### src/rtl/cvxif_pkg.sv
// Shared CV-X-IF types for the issue arbiter: payload structs, the
// owner-table entry and the arbiter state encoding.
package cvxif_pkg;

  localparam int unsigned XNumReq     = 2;
  localparam int unsigned XIdWidth    = 3;
  localparam int unsigned XDataWidth  = 32;
  localparam int unsigned XOwnerWidth = (XNumReq > 1) ? $clog2(XNumReq) : 1;
  localparam int unsigned XNumIds     = 2 ** XIdWidth;

  typedef logic [XIdWidth-1:0] x_id_t;

  typedef struct packed {
    logic [31:0]                 instr;
    x_id_t                       id;
    logic [1:0][XDataWidth-1:0]  rs;
  } x_issue_req_t;

  typedef struct packed {
    logic accept;
    logic writeback;
  } x_issue_resp_t;

  typedef struct packed {
    x_id_t                  id;
    logic [XDataWidth-1:0]  data;
    logic [4:0]             rd;
    logic                   we;
  } x_result_t;

  typedef struct packed {
    logic                    valid;
    logic [XOwnerWidth-1:0]  owner;
  } owner_entry_t;

  typedef enum logic {
    ARB_IDLE   = 1'b0,
    ARB_LOCKED = 1'b1
  } arb_state_e;

  // Round-robin successor of a grant index, wrapping at n-1.
  function automatic logic [XOwnerWidth-1:0] rr_next(input logic [XOwnerWidth-1:0] g,
                                                     input int unsigned n);
    if (32'(g) == n - 1) return '0;
    return g + 1'b1;
  endfunction

endpackage

### src/rtl/cvxif_issue_arbiter_if.sv
// Bundle of requester-side and coprocessor-side CV-X-IF signals around the
// issue arbiter. The slave modport is the arbiter; master is the environment
// (cores plus coprocessor). Suffixes are from the arbiter's point of view.
interface cvxif_issue_arbiter_if
  import cvxif_pkg::*;
#(
  parameter int unsigned NumReq = XNumReq
) ();

  logic          [NumReq-1:0]               req_issue_valid_i;
  logic          [NumReq-1:0]               req_issue_ready_o;
  x_issue_req_t  [NumReq-1:0]               req_issue_req_i;
  x_issue_resp_t [NumReq-1:0]               req_issue_resp_o;
  logic          [NumReq-1:0]               req_kill_valid_i;
  logic          [NumReq-1:0][XIdWidth-1:0] req_kill_id_i;
  logic          [NumReq-1:0]               req_result_valid_o;
  logic          [NumReq-1:0]               req_result_ready_i;
  x_result_t                                req_result_o;

  logic          cop_issue_valid_o;
  logic          cop_issue_ready_i;
  x_issue_req_t  cop_issue_req_o;
  x_issue_resp_t cop_issue_resp_i;
  logic          cop_result_valid_i;
  logic          cop_result_ready_o;
  x_result_t     cop_result_i;

  modport slave (
    input  req_issue_valid_i, req_issue_req_i, req_kill_valid_i, req_kill_id_i,
           req_result_ready_i, cop_issue_ready_i, cop_issue_resp_i,
           cop_result_valid_i, cop_result_i,
    output req_issue_ready_o, req_issue_resp_o, req_result_valid_o, req_result_o,
           cop_issue_valid_o, cop_issue_req_o, cop_result_ready_o
  );

  modport master (
    output req_issue_valid_i, req_issue_req_i, req_kill_valid_i, req_kill_id_i,
           req_result_ready_i, cop_issue_ready_i, cop_issue_resp_i,
           cop_result_valid_i, cop_result_i,
    input  req_issue_ready_o, req_issue_resp_o, req_result_valid_o, req_result_o,
           cop_issue_valid_o, cop_issue_req_o, cop_result_ready_o
  );

endinterface

### src/rtl/cvxif_owner_table.sv
// ID-indexed owner table: one set port, NumClr clear ports and a lookup port.
// Clears are applied before the set, so a same-cycle release and re-issue of
// one ID leaves the entry owned by the new issuer.
module cvxif_owner_table
  import cvxif_pkg::*;
#(
  parameter int unsigned NumClr = XNumReq + 1
) (
  input  logic                             clk_i,
  input  logic                             rst_ni,
  input  logic                             set_en_i,
  input  x_id_t                            set_id_i,
  input  logic [XOwnerWidth-1:0]           set_owner_i,
  input  logic [NumClr-1:0]                clr_en_i,
  input  x_id_t [NumClr-1:0]               clr_id_i,
  input  x_id_t                            lookup_id_i,
  output owner_entry_t                     lookup_o,
  output owner_entry_t [XNumIds-1:0]       table_o
);

  owner_entry_t [XNumIds-1:0] tbl_q, tbl_d;

  // Next table contents: all clears first, then the optional set.
  always_comb begin
    tbl_d = tbl_q;
    for (int c = 0; c < NumClr; c++) begin
      if (clr_en_i[c]) tbl_d[clr_id_i[c]] = '0;
    end
    if (set_en_i) begin
      tbl_d[set_id_i].valid = 1'b1;
      tbl_d[set_id_i].owner = set_owner_i;
    end
  end

  // Table storage; every entry starts invalid.
  always_ff @(posedge clk_i or negedge rst_ni) begin
    if (!rst_ni) tbl_q <= '0;
    else         tbl_q <= tbl_d;
  end

  assign lookup_o = tbl_q[lookup_id_i];
  assign table_o  = tbl_q;

endmodule

### src/rtl/cvxif_issue_arbiter.sv
// Shares one CV-X-IF coprocessor between NumReq requesters: round-robin issue
// arbitration with grant lock, ID-indexed owner tracking, result steering and
// commit-kill release.
// Optional feature macro: CVXIF_ARB_ID_CHECK_EN (ID-busy masking + sticky err_o).
//
// state      | meaning
// -----------+---------------------------------------------------------------
// ARB_IDLE   | grant chosen combinationally from rr_q among eligible requesters
// ARB_LOCKED | offer stalled by coprocessor; grant frozen in gnt_q until ready
module cvxif_issue_arbiter
  import cvxif_pkg::*;
#(
  parameter int unsigned NumReq = XNumReq
) (
  input  logic                  clk_i,
  input  logic                  rst_ni,
  cvxif_issue_arbiter_if.slave  bus,
  output logic                  err_o
);

  localparam int unsigned GW = XOwnerWidth;

  arb_state_e   state_q;
  logic [GW-1:0] gnt_q, rr_q;

  logic [NumReq-1:0] elig;
  logic [GW-1:0]     win, gnt, res_owner;
  logic [GW:0]       sum;
  logic              win_found, issue_valid, issue_hs, res_hs;
  logic [NumReq-1:0] kill_own;
  logic [NumReq:0]   clr_en;
  x_id_t [NumReq:0]  clr_id;
  owner_entry_t      res_entry;
  owner_entry_t [XNumIds-1:0] tbl;

  // Requester eligibility; with ID checking a busy issue ID is masked out.
  always_comb begin
    elig = bus.req_issue_valid_i;
`ifdef CVXIF_ARB_ID_CHECK_EN
    for (int r = 0; r < NumReq; r++) begin
      if (tbl[bus.req_issue_req_i[r].id].valid) elig[r] = 1'b0;
    end
`endif
  end

  // Round-robin pick: first eligible requester at or after rr_q.
  always_comb begin
    win       = '0;
    win_found = 1'b0;
    sum       = '0;
    for (int i = 0; i < NumReq; i++) begin
      sum = {1'b0, rr_q} + (GW+1)'(i);
      if (sum >= (GW+1)'(NumReq)) sum = sum - (GW+1)'(NumReq);
      if (!win_found && elig[sum[GW-1:0]]) begin
        win_found = 1'b1;
        win       = sum[GW-1:0];
      end
    end
  end

  assign gnt         = (state_q == ARB_LOCKED) ? gnt_q : win;
  assign issue_valid = (state_q == ARB_LOCKED) | win_found;
  assign issue_hs    = issue_valid & bus.cop_issue_ready_i;

  // Issue path: forward granted payload, reflect ready/resp to the winner only.
  always_comb begin
    bus.cop_issue_valid_o = issue_valid;
    bus.cop_issue_req_o   = bus.req_issue_req_i[gnt];
    bus.req_issue_ready_o = '0;
    bus.req_issue_resp_o  = '0;
    if (issue_valid) begin
      bus.req_issue_ready_o[gnt] = bus.cop_issue_ready_i;
      bus.req_issue_resp_o[gnt]  = bus.cop_issue_resp_i;
    end
  end

  // Result path: steer valid to the recorded owner (owner 0 if entry invalid).
  assign res_owner = res_entry.valid ? res_entry.owner : '0;
  always_comb begin
    bus.req_result_valid_o            = '0;
    bus.req_result_valid_o[res_owner] = bus.cop_result_valid_i;
    bus.cop_result_ready_o            = bus.req_result_ready_i[res_owner];
    bus.req_result_o                  = bus.cop_result_i;
  end
  assign res_hs = bus.cop_result_valid_i & bus.cop_result_ready_o;

  // Clear ports: one per requester kill (owner-checked), last one for results.
  always_comb begin
    for (int r = 0; r < NumReq; r++) begin
      kill_own[r] = tbl[bus.req_kill_id_i[r]].valid &&
                    (tbl[bus.req_kill_id_i[r]].owner == GW'(r));
      clr_en[r]   = bus.req_kill_valid_i[r] & kill_own[r];
      clr_id[r]   = bus.req_kill_id_i[r];
    end
    clr_en[NumReq] = res_hs;
    clr_id[NumReq] = bus.cop_result_i.id;
  end

  cvxif_owner_table #(
    .NumClr (NumReq + 1)
  ) u_owner_table (
    .clk_i       (clk_i),
    .rst_ni      (rst_ni),
    .set_en_i    (issue_hs & bus.cop_issue_resp_i.accept),
    .set_id_i    (bus.cop_issue_req_o.id),
    .set_owner_i (gnt),
    .clr_en_i    (clr_en),
    .clr_id_i    (clr_id),
    .lookup_id_i (bus.cop_result_i.id),
    .lookup_o    (res_entry),
    .table_o     (tbl)
  );

  // Arbiter FSM with grant lock and round-robin pointer.
  always_ff @(posedge clk_i or negedge rst_ni) begin
    if (!rst_ni) begin
      state_q <= ARB_IDLE;
      gnt_q   <= '0;
      rr_q    <= '0;
    end else begin
      case (state_q)
        ARB_IDLE: begin
          if (win_found && !bus.cop_issue_ready_i) begin
            state_q <= ARB_LOCKED;
            gnt_q   <= win;
          end
        end
        ARB_LOCKED: begin
          if (bus.cop_issue_ready_i) state_q <= ARB_IDLE;
        end
        default: state_q <= ARB_IDLE;
      endcase
      if (issue_hs) rr_q <= rr_next(gnt, NumReq);
    end
  end

`ifdef CVXIF_ARB_ID_CHECK_EN
  logic err_q, err_ev;

  assign err_ev = (bus.cop_result_valid_i & ~res_entry.valid) |
                  (|(bus.req_kill_valid_i & ~kill_own)) |
                  ((state_q == ARB_LOCKED) & ~bus.req_issue_valid_i[gnt_q]);

  // Sticky protocol error, cleared only by reset.
  always_ff @(posedge clk_i or negedge rst_ni) begin
    if (!rst_ni) err_q <= 1'b0;
    else         err_q <= err_q | err_ev;
  end

  assign err_o = err_q;
`else
  assign err_o = 1'b0;
`endif

endmodule

### src/flat_wrapper.sv
// flat-port wrapper written by rule: the top's interface ports become plain ports
module cvxif_issue_arbiter_flat import cvxif_pkg::*;
#(
  parameter int unsigned NumReq = XNumReq
)
  (clk_i, rst_ni, err_o, bus_req_issue_valid_i, bus_req_issue_req_i, bus_req_kill_valid_i, bus_req_kill_id_i, bus_req_result_ready_i, bus_cop_issue_ready_i, bus_cop_issue_resp_i, bus_cop_result_valid_i, bus_cop_result_i, bus_req_issue_ready_o, bus_req_issue_resp_o, bus_req_result_valid_o, bus_req_result_o, bus_cop_issue_valid_o, bus_cop_issue_req_o, bus_cop_result_ready_o);
  cvxif_issue_arbiter_if #(.NumReq(NumReq)) bus_i ();
  input  logic clk_i;
  input  logic rst_ni;
  output logic err_o;
  input wire logic [$bits(bus_i.req_issue_valid_i)-1:0] bus_req_issue_valid_i;
  input wire logic [$bits(bus_i.req_issue_req_i)-1:0] bus_req_issue_req_i;
  input wire logic [$bits(bus_i.req_kill_valid_i)-1:0] bus_req_kill_valid_i;
  input wire logic [$bits(bus_i.req_kill_id_i)-1:0] bus_req_kill_id_i;
  input wire logic [$bits(bus_i.req_result_ready_i)-1:0] bus_req_result_ready_i;
  input wire logic [$bits(bus_i.cop_issue_ready_i)-1:0] bus_cop_issue_ready_i;
  input wire logic [$bits(bus_i.cop_issue_resp_i)-1:0] bus_cop_issue_resp_i;
  input wire logic [$bits(bus_i.cop_result_valid_i)-1:0] bus_cop_result_valid_i;
  input wire logic [$bits(bus_i.cop_result_i)-1:0] bus_cop_result_i;
  output wire logic [$bits(bus_i.req_issue_ready_o)-1:0] bus_req_issue_ready_o;
  output wire logic [$bits(bus_i.req_issue_resp_o)-1:0] bus_req_issue_resp_o;
  output wire logic [$bits(bus_i.req_result_valid_o)-1:0] bus_req_result_valid_o;
  output wire logic [$bits(bus_i.req_result_o)-1:0] bus_req_result_o;
  output wire logic [$bits(bus_i.cop_issue_valid_o)-1:0] bus_cop_issue_valid_o;
  output wire logic [$bits(bus_i.cop_issue_req_o)-1:0] bus_cop_issue_req_o;
  output wire logic [$bits(bus_i.cop_result_ready_o)-1:0] bus_cop_result_ready_o;
  assign bus_i.req_issue_valid_i = bus_req_issue_valid_i;
  assign bus_i.req_issue_req_i = bus_req_issue_req_i;
  assign bus_i.req_kill_valid_i = bus_req_kill_valid_i;
  assign bus_i.req_kill_id_i = bus_req_kill_id_i;
  assign bus_i.req_result_ready_i = bus_req_result_ready_i;
  assign bus_i.cop_issue_ready_i = bus_cop_issue_ready_i;
  assign bus_i.cop_issue_resp_i = bus_cop_issue_resp_i;
  assign bus_i.cop_result_valid_i = bus_cop_result_valid_i;
  assign bus_i.cop_result_i = bus_cop_result_i;
  assign bus_req_issue_ready_o = bus_i.req_issue_ready_o;
  assign bus_req_issue_resp_o = bus_i.req_issue_resp_o;
  assign bus_req_result_valid_o = bus_i.req_result_valid_o;
  assign bus_req_result_o = bus_i.req_result_o;
  assign bus_cop_issue_valid_o = bus_i.cop_issue_valid_o;
  assign bus_cop_issue_req_o = bus_i.cop_issue_req_o;
  assign bus_cop_result_ready_o = bus_i.cop_result_ready_o;
  cvxif_issue_arbiter #(.NumReq(NumReq)) u_core (.clk_i(clk_i), .rst_ni(rst_ni), .bus(bus_i), .err_o(err_o));
endmodule
### config.mk
export PLATFORM = sky130hd
export DESIGN_NAME = cvxif_issue_arbiter_flat
export DESIGN_NICKNAME = d
export VERILOG_FILES = /design/src/rtl/cvxif_pkg.sv /design/src/rtl/cvxif_issue_arbiter_if.sv /design/src/rtl/cvxif_owner_table.sv /design/src/rtl/cvxif_issue_arbiter.sv /design/src/flat_wrapper.sv
export SDC_FILE = /design/constraint.sdc
export NUM_CORES = 1
export LEC_CHECK = 0
export BUFFER_PORTS_ARGS = -buffer_cell sky130_fd_sc_hd__buf_2
export CAP_MARGIN = 20
export CORE_AREA = 2 2 156 158
export DETAILED_ROUTE_END_ITERATION = 8
export DIE_AREA = 0 0 158 160
export SYNTH_ARGS = -nofsm -noshare
export SYNTH_HDL_FRONTEND = slang
export SYNTH_HIERARCHICAL = 1
export SYNTH_SLANG_ARGS = --single-unit
### constraint.sdc
create_clock -name clk_i -period 3.8 [get_ports clk_i]
set_input_delay 0.19 -clock clk_i [delete_from_list [all_inputs] [get_ports clk_i]]
set_output_delay 0.19 -clock clk_i [all_outputs]
set_load 0.01 [all_outputs]
Word-level counts from Yosys, hierarchy flattened
Cells that the tools add are included.
W data, S select, Z words.
{"block": "totals", "reg_bits": 19, "in_bits": 257, "output_inout_bits": 151, "wordCells": 122}
{"block": "classes", "addsub": 4, "order_cmp": 16, "mux": 53, "n_bitwise": 17, "n_reduce_logical": 13}
{"cell": "$mux W99", "count": 2}
{"cell": "$mux W16", "count": 4}
{"cell": "$and A16 B16 Y16", "count": 3}
{"cell": "$not A16 Y16", "count": 3}
{"cell": "$bwmux W16", "count": 2}
{"cell": "$demux W2 S3", "count": 5}
{"cell": "$mux W1", "count": 23}
{"cell": "$bmux W2 S3", "count": 3}
{"cell": "$mux W2", "count": 9}
{"cell": "$lt A3 B4 Y1 const B", "count": 4}
{"cell": "$ge A3 B1 Y1 const B", "count": 4}
{"cell": "$logic_and A1 B1 Y1", "count": 10}
{"cell": "$lt A1 B2 Y1 const B", "count": 4}
{"cell": "$and A1 B1 Y1", "count": 5}
{"cell": "$and A2 B2 Y2", "count": 2}
{"cell": "$and A4 B4 Y4", "count": 1}
{"cell": "$mux W4", "count": 1}
{"cell": "$add A1 B1 Y2 const B", "count": 1}
{"cell": "$demux W1 S1", "count": 2}
{"cell": "$demux W2 S1", "count": 1}
{"cell": "$ge A1 B1 Y1 const B", "count": 2}
{"cell": "$ge A1 B2 Y1 const B", "count": 1}
{"cell": "$ge A2 B2 Y1 const B", "count": 1}
{"cell": "$logic_not A1 Y1", "count": 2}
{"cell": "6 further kinds", "count": 8}

Logic depth before layout (Yosys ltp)
Gate-level depths: netlist of run 1.
{"block": "logic_depth", "depth_word": 18, "mapped_depth": 9, "mapped_depth_nobuf": 8}

Modules after synthesis
Netlist of run 1, hierarchy kept.
{"mod": "cvxif_issue_arbiter", "instances": 1, "cells_per_inst": 217, "area_each_um2": 2009.4}
{"mod": "cvxif_owner_table", "instances": 1, "cells_per_inst": 92, "area_each_um2": 1054.8}

Least setup slack after synthesis of run 1
Ideal clock, no wire load.
{"block": "synth_path", "kind": "register to register", "startpoint": "register u_core.u_owner_table.tbl_q, in the netlist u_core/u_owner_table/table_o[11]", "endpoint": "register u_core.u_owner_table.tbl_q, in the netlist u_core/u_owner_table/table_o[8]", "arrival_time_ps": 2301, "required_ps": 3734, "path_slack_ps": 1434, "stages_incl_launch_ff": 9, "n_path_buf": 0, "synth_period_minus_slack_ps": 2366, "cell_sequence": "dfrtp_1 mux4_1 mux2_2 nand2_1 mux2_2 and2_1 nor4bb_1 nor3_1 a22o_1"}
{"element": "from (decl)", "line": "cvxif_owner_table.sv:21", "text": "owner_entry_t [XNumIds-1:0] tbl_q, tbl_d;"}
{"element": "from (signal assigned)", "line": "cvxif_owner_table.sv:38", "text": "else tbl_q <= tbl_d;"}

==> flow_summary.json, run 1 <==
{
  "cts_max_path_buffers": 2,
  "whs_path_depth": 2,
  "synth_fp_nets": 566,
  "worst-r2r-cell-count": 8,
  "core_area_sq_um": 23800,
  "cts_tree": "done",
  "clock-sinks": 19,
  "avgSynthCellArea_sq_um": 9.92,
  "drc": 0,
  "cts_resized": 0,
  "placed_area_sq_um": 4730,
  "clock_skew_ns": 0.00731,
  "grt_max_degree": 95,
  "vias_per_cell": 4.00,
  "hold_violations": 0,
  "status": "finished, final reports clean",
  "fmax_mhz": 378,
  "p_leak_nw": 2.42,
  "p_per_area_nw_per_um2": 275,
  "async_flop_share_pct": 100,
  "slowest_stage": "mux4_1",
  "yosys.area.top_type_share_pct": 29.4,
  "clk_latency_ns": 0.26,
  "grt_pass1_wl_um": 23200,
  "worst-r2r-setup-slack_ns": 1.15,
  "slew_violations": 0,
  "synth_seq_cells": 19,
  "max_stage_delay_ns": 0.56,
  "syn_inst": 309,
  "grt_antenna_before_repair": 17,
  "irDropWorstVdd_mv": 0.193,
  "grtUsageTotal_pct": 12.9,
  "htree_levels": 1,
  "die-area_sq_um": 25300,
  "worst_path_dominant_cell_family": "multiplexers",
  "area_growth_pct": 57.5,
  "grt_util_met2_pct": 21.9,
  "yosysUniqueCellTypes": 45,
  "yosys-top-cells-area": "mux2_2 29%, dfrtp_1 16%, buf_4 10%",
  "seq_area_frac_synth_pct": 15.5,
  "yosys.area.top_type": "mux2_2",
  "grtUsageMet3_pct": 9.82,
  "drt-wirelength-per-cell_um": 19.7,
  "min_to": "u_core/state_q",
  "cp.required_ns": 4.00,
  "firstDrtPassIters": 5,
  "synth_flop_cell": "dfrtp_1",
  "post-route-period-util_pct": 69.6,
  "fin_area_sq_um": 4830,
  "routed_wirelength_um": 18000,
  "drt_iter0_drc": 147,
  "postRouteAntennaNets": 0,
  "place.gp.congestion": 0.825,
  "r2r-start": "u_core/u_owner_table/table_o[2]",
  "num_rows": 57,
  "critPathArrivalTime_ns": 2.84,
  "cts_buffers": 3,
  "layout-drive-gt1-share_pct": 75.1,
  "die_y_um": 160,
  "drv_cap": 0,
  "io_pins": 408,
  "r2r-end": "u_core/u_owner_table/table_o[8]",
  "syn-cell-area_sq_um": 3060,
  "critPathKind": "flip-flop to flip-flop",
  "yosys_warnings": 6,
  "busiest_layer": "met2",
  "met1_usage_pct": 12.6,
  "tns_ns": 0,
  "start_kind": "flip-flop",
  "num_vias": 3655,
  "setup_viol": 0,
  "worstPathMaxFanout": 8,
  "slew_headroom_pct": 53.6,
  "end_kind": "flip-flop",
  "portBuffers": 330,
  "layout.nets": 845,
  "crit_path_frequent_cell": "mux2_2",
  "crit_chain": "mux4_1 -> mux2_2 -> nand2_1 -> mux2_2 -> and2_1 -> nor4bb_1 -> nor3_1 -> a22o_1",
  "cts_root_buf": "clkbuf_16",
  "grt_remaining_overflow": 0,
  "clk_pin_slew_ns": 0.06,
  "path_buf_inv": 0,
  "finalCriticalPeriod_ns": 2.65,
  "tightest_slew_ns": 0.694,
  "initial_core_util_pct": 12.9,
  "grt_pass1_vias": 3377,
  "hold_class": "primary input to flip-flop",
  "place.detailed.hpwl_um": 15900,
  "min_from": "bus_cop_issue_ready_i",
  "rsz0062_at_grt": "false",
  "die_width_um": 158,
  "synth_edf_count": 0
}
[cells in the mapped netlist, types with 2 or more instances]
master,number
mux2_2,80
buf_4,42
mux2_4,20
dfrtp_1,19
nand2_1,14
nand4b_1,10
nor2_1,10
buf_2,7
inv_1,7
nand4_1,7
o21ai_0,7
nand3_1,6
nor2b_1,6
nor4bb_1,6
a31oi_1,5
a41o_1,5
clkbuf_1,5
buf_6,4
mux4_1,4
nor3b_1,4
and3_1,3
nand4bb_1,3
nor3_1,3
nor4b_1,3
a21o_1,2
a21oi_1,2
a22o_1,2
a31o_2,2
and2_1,2
mux2_1,2
mux2i_1,2
o211ai_1,2
[layout by cell type, fill, tap and decap left out, types with 2 or more instances in the layout]
| cell | count |
|---|---|
| mux2i_1 | 2 |
| mux2_1 | 2 |
| inv_1 | 7 |
| a22o_1 | 2 |
| a31oi_1 | 5 |
| o21ai_0 | 7 |
| a41o_1 | 5 |
| nand3_1 | 6 |
| nor4b_1 | 3 |
| a21oi_1 | 2 |
| nand2_1 | 14 |
| nand4_1 | 7 |
| mux2_2 | 80 |
| a21o_1 | 2 |
| dfrtp_1 | 19 |
| clkbuf_16 | 3 |
| nor3b_1 | 4 |
| buf_2 | 330 |
| and3_1 | 3 |
| nor4bb_1 | 6 |
| nor2_1 | 10 |
| and2_1 | 2 |
| mux4_1 | 4 |
| diode_2 | 3 |
| mux2_4 | 20 |
| nand4bb_1 | 3 |
| a31o_2 | 2 |
| nor3_1 | 3 |
| o211ai_1 | 2 |
| nand4b_1 | 10 |
| nor2b_1 | 6 |
[worst max-delay path by stage]
stage / start / endpoint / slack, ns / cells past startpoint
after floorplan: u_core/u_owner_table/table_o[11] / u_core/u_owner_table/table_o[8] / 1.43 / 8
after global placement: bus_cop_result_i[38] / u_core/u_owner_table/table_o[0] / 1.15 / 9
after detailed placement: bus_cop_result_i[38] / u_core/u_owner_table/table_o[8] / 1.09 / 9
after CTS: u_core/rr_q / bus_cop_issue_req_o[70] / 1.15 / 5
after global routing: u_core/u_owner_table/table_o[2] / u_core/u_owner_table/table_o[2] / 1.02 / 8
final: u_core/u_owner_table/table_o[2] / u_core/u_owner_table/table_o[8] / 1.15 / 8
[layer usage]
metal	vias up	wire, um
met2	246	8270
li1	1694	-
met1	1657	6010
met3	44	3220
met5	-	98
met4	14	379
[metrics by stage]
stage	hold slack (ns)	std cells	power, mW	util, %	setup slack [ns]
floorplan	-0.106	309	0.808	-	1.43
global placement	0.168	906	1.09	19.8	1.15
detailed placement	0.178	906	1.10	19.8	1.09
CTS	0.133	911	1.34	20.2	1.15
global route	0.143	913	1.42	20.3	1.02
finish	0.136	914	1.33	20.3	1.15
[what timing repair did]
item | in CTS | in global routing
hold buffers | 1 | 0
buffers inserted | 0 | 0
hold endpoints to repair | 19 | 0
[report_power, final]
| group | leakage [nW] | internal (mW) | switching, mW | total (mW) |
|---|---|---|---|---|
| Sequential | 0.247 | 0.247 | 0.0470 | 0.294 |
| Clock | 0.0371 | 0.142 | 0.0847 | 0.227 |
| Combinational | 2.14 | 0.426 | 0.383 | 0.809 |
[logic make-up after synthesis]
group | synth area share (%)
and+or+nand+nor | 17.5
buffers and inverters | 14.4
DFF | 15.5
muxes | 44.0
AOI/OAI and AO/OA | 8.45
other | 0.122
[final cells by class]
cell class                      instances  area, sq um
Antenna cell                            3         7.51
Clock buffer                            3         75.1
Sequential cell                        19          475
Timing Repair Buffer                  332         1680
Inverter                                7         26.3
Clock inverter                          1         7.51
Multi-Input combinational cell        225         2150
Fill cell                            2711        19000
Tap cell                              324          405
[sequential cells by signal (all words and copies together), names as in the netlist]
register,cells
u_core/u_owner_table/table_o,16
u_core/gnt_q,1
u_core/rr_q,1
u_core/state_q,1
Note: power is estimated with default switching activity, not from simulation.
==> inputs of run 2 (changes only) <==
- CORE_AREA: 2 2 156 158 -> 2 2 159 161
- DIE_AREA: 0 0 158 160 -> 0 0 161 163
- clock period: 3.8 -> 2.3 ns (I/O delays scaled with it)
==> run 2 against run 1 <==
Compared with the run above: final area grew 6.4%; global-route usage shrank 0.43 points; combinational power grew 87%; die area grew 3.8%; first-iteration DRC count grew 41%; sequential power grew 54%; critical path type unchanged; largest cell class unchanged.
==> flow_summary.json, run 2 (synthesis gave the netlist of run 1 again) <==
{
  "status": "finished, final reports clean",
  "initial_core_util_pct": 12.4,
  "die-area_sq_um": 26200,
  "num_rows": 58,
  "slew_violations": 0,
  "rsz0062_at_grt": "true",
  "n_fill_cell": 2759,
  "start_kind": "flip-flop",
  "max_stage_delay_ns": 0.48,
  "critPathArrivalTime_ns": 2.49,
  "crit_path_frequent_cell": "mux2_4",
  "largest_reg_flops": 16,
  "slowest_stage": "mux4_2",
  "layout.nets": 872,
  "grtUsageTotal_pct": 12.5,
  "cts_root_buf": "clkbuf_16",
  "cp.required_ns": 2.49,
  "core_area_sq_um": 24700,
  "postRouteAntennaNets": 0,
  "finalCriticalPeriod_ns": 2.30,
  "path_buf_inv": 0,
  "clock_skew_ns": 0.00347,
  "grt_max_degree": 83,
  "critPathKind": "flip-flop to flip-flop",
  "firstDrtPassIters": 4,
  "grt_pass1_wl_um": 23600,
  "hold_violations": 0,
  "p_per_area_nw_per_um2": 457,
  "drv_cap": 0,
  "grt_antenna_before_repair": 27,
  "grt_remaining_overflow": 0,
  "cts_tree": "done",
  "crit_chain": "mux4_2 -> mux2_4 -> nand2_4 -> mux2_4 -> and2_4 -> nor4bb_4 -> a31oi_2 -> a41o_1",
  "die_width_um": 161,
  "fmax_mhz": 435,
  "clock-sinks": 19,
  "io_pins": 408,
  "irDropWorstVdd_mv": 0.216,
  "area_growth_pct": 67.7,
  "final_cell_mix": "330 x buf_2, 77 x mux2_2, 26 x buf_4",
  "routed_wirelength_um": 18200,
  "drt_iter0_drc": 208,
  "power.total_mw": 2.35,
  "hold_class": "primary input to flip-flop",
  "vias_per_cell": 4.01,
  "cts_max_path_buffers": 2,
  "post-route-period-util_pct": 99.9,
  "place.detailed.hpwl_um": 16100,
  "portBuffers": 330,
  "clk_pin_slew_ns": 0.06,
  "drc": 0,
  "worstPathMaxFanout": 6,
  "p_leak_nw": 2.59,
  "num_vias": 3806,
  "grt_pass1_vias": 3324,
  "drt-wirelength-per-cell_um": 19.2,
  "cts_buffers": 3,
  "worst_path_dominant_cell_family": "multiplexers",
  "layout.cells.most_common": "buf_2",
  "end_kind": "flip-flop",
  "layout-drive-gt1-share_pct": 79.0,
  "hold_ws_ns": 0.0544,
  "place.gp.congestion": 0.825,
  "setup_viol": 0,
  "htree_levels": 1,
  "die_y_um": 163,
  "clk_latency_ns": 0.25
}
[run 2: changes by cell type in the layout (fill, tap and decap cells not counted), sizes merged]
cell / delta
buf: +27
diode: +1
[run 2: per-stage QoR]
| stage | cells | instance area, sq um | utilization [%] | setup TNS (ns) | setup slack, ns |
|---|---|---|---|---|---|
| floorplan | 309 | 3070 | - | 0 | 0.00138 |
| global placement | 935 | 4910 | 19.9 | -0.456 | -0.0966 |
| detailed placement | 935 | 4910 | 19.9 | -0.545 | -0.109 |
| CTS | 943 | 5040 | 20.4 | 0 | 0.0206 |
| global route | 945 | 5130 | 20.8 | -0.401 | -0.0755 |
| finish | 948 | 5140 | 20.8 | 0 | 0.00242 |
[run 2: worst paths after layout]
check,startpoint,end,slack [ns],cells after the start
max,u_core/u_owner_table/table_o[1],u_core/u_owner_table/table_o[2],0.002,8
min,bus_cop_issue_ready_i,u_core/state_q,0.05,2
max reg2reg,u_core/u_owner_table/table_o[1],u_core/u_owner_table/table_o[2],0.002,8
min reg2reg,u_core/rr_q,u_core/rr_q,0.54,2
max in group asynchronous,rst_ni,u_core/state_q,1.63,2
min in group asynchronous,rst_ni,u_core/u_owner_table/table_o[11],0.34,2
[run 2: metal layers]
layer,global-route usage [%],routed length (um),up-vias
li1,-,-,1745
met4,1.62,272,26
met5,0,151,-
met3,9.09,2860,66
met1,13.3,6420,1716
met2,20.7,8550,253
[run 2: worst register-to-register path: stages (launching register included)]
cell and delay (ns):
dfrtp_1 0.40, mux4_2 0.48, mux2_4 0.31, nand2_4 0.08, mux2_4 0.30, and2_4 0.16
nor4bb_4 0.15, a31oi_2 0.17, a41o_1 0.20
[run 2: final cells by class]
type	instances	area, sq um	area share [%]
clock inverter	1	7.51	0.146
inverter	7	26.3	0.511
antenna	4	10.0	0.195
multi-input combinational	225	2240	43.6
tap	330	413	8.04
timing repair buffer	359	1890	36.8
clock buffer	3	75.1	1.46
sequential	19	475	9.25
[run 2: power by group]
part / internal, mW / switching [mW]
Combinational: 0.819 / 0.695
Sequential: 0.407 / 0.0445
Clock: 0.235 / 0.145
Total: 1.46 / 0.884
[run 2: repair_timing]
action                     CTS  global route
setup endpoints to repair    8            13
pin swaps                    6            11
resized for setup            8            17
hold buffers                 1             0
hold endpoints to repair    19             0
setup buffers                3             1
gates cloned                 0             0
